<file path="src/rtl/div3_scan_ctrl.sv">
// div3_scan_ctrl: walks an inclusive packed-BCD range one candidate per
// cycle and hands every multiple of 3 downstream through a valid/ready
// output. The candidate counter increments in decimal directly, so there is
// no binary<->BCD conversion anywhere on the datapath.
module div3_scan_ctrl #(
    parameter int HIT_W = 14
) (
    input  logic             clk,
    input  logic             rst_n,
    input  logic             start,
    input  logic [15:0]      start_bcd,
    input  logic [15:0]      end_bcd,
    input  logic             out_ready,
    output logic             out_valid,
    output logic [15:0]      out_bcd,
    output logic             busy,
    output logic             done,
    output logic             err,
    output logic [HIT_W-1:0] hit_count
);

    localparam logic [1:0] S_IDLE = 2'd0;
    localparam logic [1:0] S_SCAN = 2'd1;
    localparam logic [1:0] S_EMIT = 2'd2;
    localparam logic [1:0] S_DONE = 2'd3;

    logic [1:0]       r_state;
    logic [1:0]       w_state_nxt;
    logic [15:0]      r_cur;
    logic [15:0]      r_end;
    logic             r_out_valid;
    logic [15:0]      r_out_bcd;
    logic             r_err;
    logic [HIT_W-1:0] r_hit;

    logic             w_start_ok;
    logic             w_start_bad;
    logic             w_div;
    logic             w_at_end;
    logic             w_hs;
    logic [15:0]      w_cur_inc;
    logic [5:0]       w_digit_sum;

    // True when every nibble of v is a legal decimal digit.
    function automatic logic f_bcd_ok(input logic [15:0] v);
        logic ok;
        ok = 1'b1;
        for (int i = 0; i < 4; i++) begin
            if (v[4*i +: 4] > 4'd9) ok = 1'b0;
        end
        return ok;
    endfunction

    // Decimal ripple increment: a 9 wraps to 0 and carries into the next digit.
    function automatic logic [15:0] f_bcd_inc(input logic [15:0] v);
        logic [15:0] r;
        logic        c;
        r = v;
        c = 1'b1;
        for (int i = 0; i < 4; i++) begin
            if (c) begin
                if (v[4*i +: 4] == 4'd9) begin
                    r[4*i +: 4] = 4'd0;
                end else begin
                    r[4*i +: 4] = v[4*i +: 4] + 4'd1;
                    c           = 1'b0;
                end
            end
        end
        return r;
    endfunction

    // With all digits legal, packed-BCD magnitude order equals binary order,
    // so a plain unsigned compare is enough for the range check.
    assign w_start_ok  = f_bcd_ok(start_bcd) && f_bcd_ok(end_bcd) &&
                         (start_bcd <= end_bcd);
    assign w_start_bad = !w_start_ok;

    // Digit-sum test for divisibility by 3; the sum tops out at 36.
    assign w_digit_sum = {2'b00, r_cur[15:12]} + {2'b00, r_cur[11:8]} +
                         {2'b00, r_cur[7:4]}   + {2'b00, r_cur[3:0]};
    assign w_div       = ((w_digit_sum % 6'd3) == 6'd0);

    assign w_at_end    = (r_cur == r_end);
    assign w_hs        = r_out_valid && out_ready;
    assign w_cur_inc   = f_bcd_inc(r_cur);

    // Next-state decode; the end check always precedes the increment so the
    // counter never wraps past the last candidate.
    always_comb begin
        w_state_nxt = r_state;
        case (r_state)
            S_IDLE: begin
                if (start && w_start_ok) w_state_nxt = S_SCAN;
            end
            S_SCAN: begin
                if (w_div)         w_state_nxt = S_EMIT;
                else if (w_at_end) w_state_nxt = S_DONE;
            end
            S_EMIT: begin
                if (w_hs) w_state_nxt = w_at_end ? S_DONE : S_SCAN;
            end
            S_DONE: begin
                w_state_nxt = S_IDLE;
            end
            default: begin
                w_state_nxt = S_IDLE;
            end
        endcase
    end

    // State register; reset drops straight to IDLE without waiting for a clock.
    always_ff @(posedge clk or negedge rst_n) begin
        if (!rst_n) r_state <= S_IDLE;
        else        r_state <= w_state_nxt;
    end

    // Candidate register: loaded on an accepted start, stepped after each
    // non-final candidate is either rejected or handed off.
    always_ff @(posedge clk or negedge rst_n) begin
        if (!rst_n) begin
            r_cur <= 16'h0000;
        end else begin
            case (r_state)
                S_IDLE: if (start && w_start_ok) r_cur <= start_bcd;
                S_SCAN: if (!w_div && !w_at_end) r_cur <= w_cur_inc;
                S_EMIT: if (w_hs && !w_at_end)   r_cur <= w_cur_inc;
                default: ;
            endcase
        end
    end

    // End bound is captured at start so input changes mid-scan are harmless.
    always_ff @(posedge clk or negedge rst_n) begin
        if (!rst_n) begin
            r_end <= 16'h0000;
        end else if (r_state == S_IDLE && start && w_start_ok) begin
            r_end <= end_bcd;
        end
    end

    // Output register: out_bcd only changes when a new hit is presented, so it
    // keeps the last hit while out_valid is low.
    always_ff @(posedge clk or negedge rst_n) begin
        if (!rst_n) begin
            r_out_valid <= 1'b0;
            r_out_bcd   <= 16'h0000;
        end else if (r_state == S_SCAN && w_div) begin
            r_out_valid <= 1'b1;
            r_out_bcd   <= r_cur;
        end else if (r_state == S_EMIT && w_hs) begin
            r_out_valid <= 1'b0;
        end
    end

    // Hit counter: cleared on accepted start, bumped once per handshake,
    // otherwise held so the last scan's total stays readable.
    always_ff @(posedge clk or negedge rst_n) begin
        if (!rst_n) begin
            r_hit <= '0;
        end else if (r_state == S_IDLE && start && w_start_ok) begin
            r_hit <= '0;
        end else if (r_state == S_EMIT && w_hs) begin
            r_hit <= r_hit + HIT_W'(1);
        end
    end

    // Reject pulse for a malformed or inverted range; starts outside IDLE
    // are dropped silently.
    always_ff @(posedge clk or negedge rst_n) begin
        if (!rst_n) r_err <= 1'b0;
        else        r_err <= (r_state == S_IDLE) && start && w_start_bad;
    end

    assign out_valid = r_out_valid;
    assign out_bcd   = r_out_bcd;
    assign hit_count = r_hit;
    assign busy      = (r_state == S_SCAN) || (r_state == S_EMIT);
    assign done      = (r_state == S_DONE);
    assign err       = r_err;

endmodule

</file>
<file path="config.mk">
export PLATFORM = sky130hd
export DESIGN_NAME = div3_scan_ctrl
export DESIGN_NICKNAME = d
export VERILOG_FILES = /design/src/rtl/div3_scan_ctrl.sv
export SDC_FILE = /design/constraint.sdc
export NUM_CORES = 1
export LEC_CHECK = 0
export ABC_AREA = 1
export ABC_CLOCK_PERIOD_IN_PS = 7900
export CORE_MARGIN = 2
export CORE_UTILIZATION = 55
export DETAILED_ROUTE_END_ITERATION = 10
export MAX_ROUTING_LAYER = met4
export PLACE_DENSITY = 0.78
export SLEW_MARGIN = 0
export SYNTH_ARGS = -nofsm -noshare
export SYNTH_HDL_FRONTEND = slang
export SYNTH_SLANG_ARGS = --single-unit
</file>
<file path="constraint.sdc">
create_clock -name clk -period 7.9 [get_ports clk]
set_clock_uncertainty 0.15 [all_clocks]
set_input_delay 1.58 -clock clk [delete_from_list [all_inputs] [get_ports clk]]
set_output_delay 1.58 -clock clk [all_outputs]
set_load 0.05 [all_outputs]
</file>
==> flow_summary.toml <==
[clocking]
path_clk_slew_ps = 80
clkSinkCount = 66
cts_root_buffer = "clkbuf_8"
clock_latency_ps = 350
cts_buffers = 9
cts-htree-levels = 3
ctsHoldBuffers = 0
cts_tree = "built"
postCtsResizedCells = 0
clockBufferDepth = 2
cts_setup_buffers = 0

[global_routing]
grt_max_degree = 67
grt_pass1_wl_um = 18900
grt-ovfl-total = 0
grt_pass1_vias = 4217
antenna_found_initial = 0
grt_usage_pct = 27.3

[floorplan]
die_x_um = 96.4
core_sq_um = 8260
initial_core_util_pct = 56.9
fp-row-count = 33
dieArea_sq_um = 9290
io_pins = 70
dieHeight_um = 96.4

[final_layout]
num-fill-cells = 718
antenna_cells = 0
layout-drive-gt1-share_pct = 7.57
nNetsFinal = 771
area_delta_synth_final_pct = 20.6

[critical_path]
crit_fanout = 36
cp-startpoint = "r_cur[1]"
slowest_delay_ps = 570
cp.arrival_ps = 6800
crit_end = "r_cur[15]"
worst_path_max_delay_cell = "fa_1"
cpMostUsedCell = "nand2_1"
timing.rr.end = "r_cur[15]"
r2r-start = "r_cur[1]"
worstSetupPathType = "reg -> reg"
start_kind = "register"
cp-end-kind = "register"
required_ps = 8030
reg2reg_setup_slack_ps = 1240
ff2ff_path_depth = 35

[placement]
io_buffer_count = 69
dp_hpwl_um = 9010
gp_congestion = 0.894

[detailed_routing]
route.vias.total = 4328
wl_per_cell_um = 14.2
drc_errors = 0
drt_iter0_markers = 266
antenna_left = 0
avgViaCountPerCell = 5.38
routed_wl_um = 11400
drt_first_pass_iters = 5

[sta]
worst_pin_slew_ps = 937
slew_headroom_pct = 37.1
period_share_pct = 84.3
max_freq_mhz = 150
rsz0062_at_grt = "no"
period_needed_ps = 6660
setup_violations = 0
finalSetupTns_ps = 0
maxSlewViolCount = 0
hold_viol = 0

[synthesis]
syn-num-nets = 701
seq_area_frac_synth_pct = 35.2
netlist_area_sq_um = 4700
syn_area_per_cell_sq_um = 7.52
ys_ff_latch = 66
yosysWarnings = 0
yosys.cell_types.count = 42
synthCells = 625

[flow_run]
maxCapViolations = 0

[hold_path]
hold_path_class = "reg -> reg"

[status]
status = "complete, no violations"
==> Yosys cell counts (all sizes together) <==
cell type,count,area [sq um]
nand2,171,687
inv,108,405
o21ai,73,365
dfrtp,66,1650
nand3,44,263
nor2,36,163
ha,32,400
a21oi,14,70.1
nand4,13,103
xor2,12,105
clkbuf,8,30.0
fa,8,160
nor3,7,35.0
xnor2,7,61.3
or2,4,25.0
buf,3,27.5
nand3b,3,22.5
a2111oi,2,17.5
a22o,2,17.5
o211ai,2,15.0
a211oi,1,7.51
a22oi,1,7.51
a31o,1,8.76
a31oi,1,6.26
a32o,1,10.0
clkinv,1,3.75
nor4,1,6.26
o21a,1,7.51
o21bai,1,7.51
o31ai,1,7.51
==> how the worst min path moves through the flow <==
stage	endpoint	from	slack (ps)	depth (start not counted)
finish	out_bcd[9]	out_bcd[9]	350	2
global route	out_bcd[3]	out_bcd[3]	380	2
detailed placement	out_bcd[13]	out_bcd[13]	330	2
floorplan	r_end[11]	r_end[11]	320	2
global placement	out_bcd[9]	out_bcd[9]	330	2
CTS	out_bcd[3]	out_bcd[3]	350	2
==> cell type report <==
| class | instances | area [sq um] | share of cell area [%] |
|---|---|---|---|
| repair buffers | 70 | 693 | 12.2 |
| clock inverters | 7 | 77.6 | 1.37 |
| flip-flops and latches | 66 | 1650 | 29.2 |
| well taps | 105 | 131 | 2.32 |
| inverters | 109 | 409 | 7.22 |
| clock buffers | 9 | 124 | 2.19 |
| multi-input cells | 439 | 2580 | 45.5 |
==> kinds of logic (layout without fill, tap and decap cells) <==
family                     after synthesis  after routing  synth area share (%)
and+or+nand+nor                        279            279                  27.8
buffers and inverters                  120            195                  9.94
AOI/OAI and AO/OA                      101            101                  11.7
DFF                                     66             66                  35.2
adders and majority gates               40             40                  11.9
xor gates and xnor gates                19             19                  3.54
==> cells in the final DEF (no fill, tap or decap), types with 4 or more instances in the layout <==
| cell type | synthesis | routed |
|---|---|---|
| nor3_1 | 7 | 7 |
| clkdlybuf4s50_1 | 0 | 68 |
| nor2_1 | 29 | 29 |
| ha_1 | 32 | 32 |
| dfrtp_1 | 66 | 66 |
| nand2_2 | 12 | 12 |
| nand2_1 | 157 | 157 |
| o21ai_0 | 43 | 43 |
| xor2_1 | 12 | 12 |
| inv_2 | 4 | 4 |
| a21oi_1 | 14 | 14 |
| xnor2_1 | 7 | 7 |
| clkbuf_8 | 0 | 9 |
| nor2_2 | 5 | 5 |
| nand4_1 | 11 | 11 |
| fa_1 | 8 | 8 |
| inv_1 | 104 | 104 |
| nand3_1 | 40 | 40 |
| o21ai_1 | 30 | 30 |
==> flip-flops by register name (all words and copies together) (netlist names) <==
| register | flops |
|---|---|
| hit_count | 14 |
| err | 1 |
| r_state | 2 |
| r_end | 16 |
| out_bcd | 16 |
| r_cur | 16 |
| out_valid | 1 |
==> per-stage QoR <==
step / area, sq um / hold WS, ps / worst slack [ps] / cells / util, %
floorplan: 4700 / 322 / 2060 / 625 / -
global placement: 5460 / 325 / 1570 / 789 / 66.2
detailed placement: 5460 / 330 / 1260 / 789 / 66.2
CTS: 5670 / 351 / 1220 / 805 / 68.6
global route: 5670 / 376 / 675 / 805 / 68.6
finish: 5670 / 346 / 1240 / 805 / 68.6
==> metal layers <==
metal,up-vias,GRT usage [%],wire (um)
met1,2046,34.7,5090
li1,2140,-,-
met2,122,44.9,5550
met3,20,5.20,545
met4,0,7.98,207
met5,-,-,0
==> worst max-delay path, delay by kind of cell (launching register included) <==
| kind | cells | cell delay, ps |
|---|---|---|
| XOR/XNOR | 1 | 280 |
| AND/OR/NAND/NOR | 20 | 2860 |
| flip-flops | 1 | 420 |
| adder cells (fa/ha/maj) | 7 | 2140 |
| buffers and inverters | 5 | 470 |
| AO/OA/AOI/OAI | 2 | 280 |
Power is left out: the tool's default activity adds up to more than one toggle a clock period on the data nets, which glitch-free logic cannot reach.
==> patch (same flow settings) <==
Change the parameter `HIT_W` from 14 to 28.
--- a/src/rtl/div3_scan_ctrl.sv
+++ b/src/rtl/div3_scan_ctrl.sv
@@ -5,3 +5,3 @@
 module div3_scan_ctrl #(
-    parameter int HIT_W = 14
+    parameter int HIT_W = 28
 ) (
Interface: changed (resized hit_count); port bits go from 70 to 84. No check against the original RTL was run, so the function may have changed too.
==> patch against the original RTL <==
  * Sequential cell count up 14
  * Maximum frequency down 0.74%
  * Critical path depth up 3
  * Area after synthesis up 18%
  * Final area up 18%
  * Wire length up 15%
  * Worst hold slack better by 6.7 ps
  * Worst setup slack worse by 50 ps
Power is not shown: default switching activity piles up to over one toggle a cycle in this logic, so the estimate is an artifact.
==> patch: results (changes against the original RTL) <==
[detailed_routing]
drt_wl_total_mm = 13.1  ; +15%
num_vias = 5030  ; +16%
first_iter_violations = 323  ; +21%
viasPerCell = 5.26  ; -2.1%

[timing]
whs_ps = 353  ; +6.73 ps
fin_ws_ps = 1190  ; -49.8 ps
relSlewSlack_pct = 33.3  ; -3.9 points

[placement]
gp_congestion = 0.901  ; +0.85%
placed_cell_area_um2 = 6460  ; +18%
portBuffers = 83  ; +20%
dp_hpwl_mm = 10.4  ; +15%

[finish]
drive_gt1_share_pct = 7.17  ; -0.40 points
multi_input_area_um2 = 2990  ; +16%

[yosys]
avgSynthCellArea_um2 = 7.49  ; -0.29%
syn_nets = 815  ; +16%
synth_common_cells = nand2_1, inv_1, dfrtp_1, o21ai_0, nand3_1
yosysTopAreaCellShare_pct = 36.2  ; +1.0 points
ys_types = 44  ; +4.8%
ys_seq_area_share_pct = 36.2  ; +1.0 points

[critical_path]
crit_path_max_fanout = 28  ; -22%
ff2ff_path_depth = 38  ; +8.6%
cpPeakStageDelay_ps = 520  ; -50 ps
arrival_ps = 6870  ; +70 ps

[outcome]
status = finished clean

[global_routing]
first_global_vias = 4769  ; +13%
grt_max_degree = 81  ; +21%

[clocking]
clkLatencyLatePin_ps = 380  ; +30 ps

-- patch: kinds of logic after synthesis --
| logic type | synth area share [%] |
|---|---|
| and+or+nand+nor | 29.2 |
| DFF | 36.2 |
| adders and majority gates | 10.4 |
| buffers and inverters | 9.84 |
| xor gates and xnor gates | 4.59 |
| AOI/OAI and AO/OA | 9.77 |
-- patch: cell type report --
cell class	count	area share, %
sequential	80	30.0
multi-input combinational	519	44.9
inverter	123	6.93
tap	133	2.50
clock buffer	9	1.86
clock inverter	7	1.15
timing repair buffer	85	12.7
-- patch: layer usage --
layer	vias up	global-route usage (%)	share of wire, %
met4	0	10.8	2.2
met3	24	3.70	4.8
met5	-	-	0
li1	2526	-	-
met1	2348	33.5	46
met2	132	39.8	47
-- patch: tightest hold or removal path, cell delays in order, from the launching register on --
cell and delay, ps:
dfrtp_1 360, nand2_1 50, o21ai_0 60
